File: config.mk
export PLATFORM = sky130hd
export DESIGN_NAME = inst_fetch_queue
export DESIGN_NICKNAME = d
export VERILOG_FILES = /design/src/rtl/inst_fetch_queue.sv
export SDC_FILE = /design/constraint.sdc
export NUM_CORES = 1
export LEC_CHECK = 0
export ABC_CLOCK_PERIOD_IN_PS = 25400
export BUFFER_PORTS_ARGS = -buffer_cell sky130_fd_sc_hd__buf_2
export CAP_MARGIN = 10
export CORE_MARGIN = 3
export CORE_UTILIZATION = 36
export DETAILED_ROUTE_END_ITERATION = 12
export GPL_ROUTABILITY_DRIVEN = 0
export PLACE_DENSITY = 0.6
export SETUP_SLACK_MARGIN = 0.15
export SYNTH_ARGS = -nofsm -noshare
export SYNTH_HDL_FRONTEND = slang
export SYNTH_SLANG_ARGS = --single-unit
File: constraint.sdc
create_clock -name clk -period 25.4 [get_ports clk]
set_clock_uncertainty 0.1 [all_clocks]
set_input_delay 1.27 -clock clk [delete_from_list [all_inputs] [get_ports clk]]
set_output_delay 1.27 -clock clk [all_outputs]
set_load 0.005 [all_outputs]
File: src/rtl/inst_fetch_queue.sv
// Instruction fetch queue: absorbs 2-slot icache beats, compacts valid slots into a
// circular buffer, and issues up to two entries per cycle to the decoder.
module inst_fetch_queue #(
  parameter int DEPTH       = 8,
  parameter int FETCH_WIDTH = 2
) (
  input  logic                       clk,
  input  logic                       rst_n,
  input  logic                       flush_i,
  input  logic                       icache_valid_i,
  output logic                       icache_ready_o,
  input  logic [31:0]                icache_pc_i,
  input  logic [63:0]                icache_inst_i,
  input  logic [1:0]                 icache_mask_i,
  input  logic                       icache_excp_i,
  output logic [1:0]                 dec_valid_o,
  input  logic                       dec_ready_i,
  output logic [63:0]                dec_pc_o,
  output logic [63:0]                dec_inst_o,
  output logic [1:0]                 dec_excp_o,
  output logic [$clog2(DEPTH):0]     count_o
);

  localparam int PTR_W = $clog2(DEPTH);
  localparam int CNT_W = PTR_W + 1;

  typedef logic [PTR_W-1:0] ptr_t;
  typedef logic [CNT_W-1:0] cnt_t;

  logic [31:0] pc_mem_q   [DEPTH];
  logic [31:0] inst_mem_q [DEPTH];
  logic        excp_mem_q [DEPTH];

  ptr_t head_q, head_d, tail_q, tail_d;
  cnt_t count_q, count_d;

  ptr_t head1, tail1;
  logic [FETCH_WIDTH-1:0] valid_w;
  logic push;
  cnt_t n_push, n_pop;

  logic        wr0_en, wr1_en;
  logic [31:0] wr0_pc, wr0_inst, wr1_pc, wr1_inst;

  assign head1 = head_q + ptr_t'(1);
  assign tail1 = tail_q + ptr_t'(1);

  // Readiness looks only at registered occupancy so the icache path never sees dec_ready_i.
  assign icache_ready_o = (count_q <= cnt_t'(DEPTH - 2));

  assign valid_w[0] = (count_q >= cnt_t'(1));
  assign valid_w[1] = (count_q >= cnt_t'(2)) && !excp_mem_q[head_q];
  assign dec_valid_o = valid_w;

  assign dec_pc_o   = {pc_mem_q[head1],   pc_mem_q[head_q]};
  assign dec_inst_o = {inst_mem_q[head1], inst_mem_q[head_q]};
  assign dec_excp_o = {excp_mem_q[head1], excp_mem_q[head_q]};
  assign count_o    = count_q;

  always_comb begin
    push   = icache_valid_i && icache_ready_o && !flush_i;
    n_push = push ? (cnt_t'(icache_mask_i[0]) + cnt_t'(icache_mask_i[1])) : '0;
    n_pop  = (dec_ready_i && !flush_i) ? (cnt_t'(valid_w[0]) + cnt_t'(valid_w[1])) : '0;

    // A lone slot 1 is compacted down to the tail entry with its own PC.
    wr0_en   = push && (icache_mask_i != 2'b00);
    wr0_pc   = icache_mask_i[0] ? icache_pc_i : icache_pc_i + 32'd4;
    wr0_inst = icache_mask_i[0] ? icache_inst_i[31:0] : icache_inst_i[63:32];
    wr1_en   = push && (icache_mask_i == 2'b11);
    wr1_pc   = icache_pc_i + 32'd4;
    wr1_inst = icache_inst_i[63:32];

    head_d  = head_q + ptr_t'(n_pop);
    tail_d  = tail_q + ptr_t'(n_push);
    count_d = count_q + n_push - n_pop;
    if (flush_i) begin
      head_d  = '0;
      tail_d  = '0;
      count_d = '0;
    end
  end

  always_ff @(posedge clk or negedge rst_n) begin
    if (!rst_n) begin
      head_q  <= '0;
      tail_q  <= '0;
      count_q <= '0;
    end else begin
      head_q  <= head_d;
      tail_q  <= tail_d;
      count_q <= count_d;
    end
  end

  always_ff @(posedge clk) begin
    if (wr0_en) begin
      pc_mem_q[tail_q]   <= wr0_pc;
      inst_mem_q[tail_q] <= wr0_inst;
      excp_mem_q[tail_q] <= icache_excp_i;
    end
    if (wr1_en) begin
      pc_mem_q[tail1]   <= wr1_pc;
      inst_mem_q[tail1] <= wr1_inst;
      excp_mem_q[tail1] <= icache_excp_i;
    end
  end

endmodule

==> summary.md <==
| Metric | Value |
|---|---|
| RSZ-0062 raised after global routing | no |
| Final slew viol count | 0 |
| GRT Total Usage | 21.8% |
| DP HPWL | 59,000 µm |
| Ys Warns | 0 |
| Area contributors post-synth | edfxtp_1, mux4_2, a21oi_1 |
| CP max stage delay | 1.07 ns |
| Post-Syn Nets | 2,479 |
| Asr flop ratio synth | 1.89% |
| Critical Path, Cell by Cell | ha_4 -> buf_4 -> buf_4 -> mux4_2 -> mux2_2 -> buf_2 |
| Period utilization | 24.2% |
| Worst Path Arrival | 4.78 ns |
| Average size of a mapped cell | 13.1 µm² |
| Port bufs | 240 |
| Cells resized by post-CTS repair | 0 |
| Final Hold Vio Count | 0 |
| Largest net degree at the start of global routing | 68 |
| Min Clock Period, post-route | 6.15 ns |
| FMAX | 163 MHz |
| Pwr/cell area | 82.8 mW/mm² |
| WS Path Type | flop to output port |
| CTS tree | done |
| Slowest cell on the critical path | dfrtp_4 |
| Syn-to-layout area delta | 13.2% |
| TritonCTS Buffers | 60 |
| Die footprint | 0.0894 mm² |
| Setup TNS | 0 ns |
| Final std cells w/o fill | 3,654 |
| Post-Route WL | 99,100 µm |
| Logic gate share of total power | 34.8% |
| Fraction of layout cells with a size suffix above 1 | 31.6% |
| Seq pwr share | 35.4% |
| Transition time of the tightest slew-check pin | 1.26 ns |
| Clock Power Share | 29.8% |
| CP most frequent cell | buf_4 |
| Data required, critical path | 24.03 ns |
| Setup crit end kind | output port |
| Vias | 20,976 |
| Switching Fraction | 30.2% |
| Clk buf depth | 3 |
| Die extent in y | 299 µm |
| Die width | 299 µm |
| Vias per inst | 5.74 |
| Post-CTS Hold Fix Bufs | 0 |
| Vias in the first global route | 21,420 |
| Post-synth top area share | 50.5% |
| Total core area | 0.0844 mm² |
| Synth top cells by count | edfxtp_1, nor2_1, a21oi_1 |
| Dominant synthesized flop cell | edfxtp_1 |
| Row count | 106 |
| Initial Utilization | 36.6% |
| Syn Inst Count | 2,357 |
| Sequential area share after synthesis | 51.3% |
| Clock slew at reported path FFs | 0.06 ns |
| Worst skew pair latency | 0.62 ns |
| Drc violations | 0 |
| Routed WL per cell | 27.1 µm |
| Routed Antenna Nets | 0 |
| Synth cell types | 50 |
| Total clock sinks | 530 |
| Root buf cell | clkbuf_16 |
| Critical Path Start Type | flop |
| Rel. slew slack | 16.0% |
| Count leader, synth | edfxtp_1 |
| Internal | 2020 µW |
| H-tree levels | 2 |
| Number of synthesized register bits | 530 |
| Max_cap viols | 0 |
| Leak Pwr | 0.0116 µW |
| Mapped Area | 0.0309 mm² |
| Post-CTS setup buffers | 0 |
| Worst vdd ir | 0.0617 mV |
| Status | completed |
| Number of flops mapped to enable cells by yosys | 520 |
| Dpl cells | 3,541 |
| Ports | 241 |
| Sw Pwr | 875 µW |
| Nets@finish | 2,593 |
| DR pass1 iterations | 5 |
| Worst min path class | input pin to async pin |
| Initial antenna violation count | 11 |
| Initial drt markers | 2,005 |
| Final setup fails | 0 |
| First-pass GRT wire length | 145,000 µm |
| Leading area contributor after synthesis | edfxtp_1 |
| GRT Residual Overflow | 0 |
| Highest net fanout along the worst path | 59 |
## state kept, by name, summed over array words and instances, names as in the netlist
register,count
inst_mem_q,256
pc_mem_q,256
excp_mem_q,8
count_o,4
head_q,3
tail_q,3
## routing by layer
layer | vias up | global-route usage [%] | routed length, µm
met5 | - | 0 | 102
met4 | 16 | 5.73 | 2300
met3 | 167 | 4.35 | 8310
met2 | 1015 | 38.1 | 50400
met1 | 10709 | 27.6 | 38000
li1 | 9069 | - | -
## final timing paths
path	startpoint	to	slack, ns	depth (start not counted)
max reg2reg	count_o[3]$_DFF_PN0_	pc_mem_q[4][19]$_DFFE_PP_	20.78	9
min in group clk	tail_q[2]$_DFF_PN0_	tail_q[2]$_DFF_PN0_	0.57	2
max	head_q[0]$_DFF_PN0_	dec_pc_o[45]	19.25	6
min reg2reg	tail_q[2]$_DFF_PN0_	tail_q[2]$_DFF_PN0_	0.57	2
max in group asynchronous	rst_n	head_q[1]$_DFF_PN0_	24.52	1
min	rst_n	count_o[2]$_DFF_PN0_	0.42	1
## cells by family (layout without fill, tap and decap cells)
kind of cell    count (synthesis)  in the layout  share of synthesized area [%]
compound gates                342            342                           5.69
xor+xnor                      226            226                           6.40
fa+ha+maj                      18             18                          0.826
buf+inv                       256            414                           3.44
flops                         530            530                           51.3
mux                           423            423                           24.7
other cells                     0              5                              0
simple gates                  562            562                           7.57
## worst max-delay path, delay by kind of cell, from the launching register on
kind	cells	cell delay, ns
muxes	2	0.90
DFF	1	1.07
buffers and inverters	3	1.63
adders and majority gates	1	0.43
## final cells by class
cell class / instances / area, µm²
diodes: 5 / 12.5
clock buffers: 73 / 1590
clock inverters: 33 / 325
fillers: 7762 / 49300
inverters: 23 / 86.3
multi-input cells: 1571 / 14200
flip-flops and latches: 530 / 15900
well taps: 1134 / 1420
repair buffers: 285 / 1540
## layout by cell type (no fill, tap or decap), types with 15 or more instances in the layout
master	synthesis	routed
nand2_1	137	133
buf_2	48	240
mux2_2	130	130
mux2i_1	33	33
nand3_1	18	16
clkinv_1	2	15
inv_1	20	20
nor2_1	346	346
xnor2_1	137	137
xor2_1	89	88
a21oi_1	315	312
clkbuf_16	0	62
mux4_2	260	260
buf_4	5	44
edfxtp_1	520	520
## metrics by stage
stage          total power, µW  util, %  hold slack [ns]  cell area [µm²]  setup slack [ns]
3_3_place_gp              2060     39.2            0.536            33100             19.79
3_5_place_dp              2070     39.2            0.550            33100             19.75
6_report                  2900     41.5            0.424            35000             19.25
5_1_grt                   3030     41.5            0.402            35000             18.84
2_1_floorplan             1750        -            0.491            30900             16.31
4_1_cts                   2940     41.5            0.378            35000             19.07
## power groups by stage
| stage | Sequential, µW | Combinational [µW] | Clock, µW |
|---|---|---|---|
| after floorplan | 1020 | 727 | 0 |
| after global placement | 1040 | 1020 | 0 |
| after detailed placement | 1040 | 1030 | 0 |
| after CTS | 1030 | 1030 | 880 |
| after global routing | 1030 | 1090 | 914 |
| final | 1030 | 1010 | 865 |
Power figures use the tool's default switching activity.
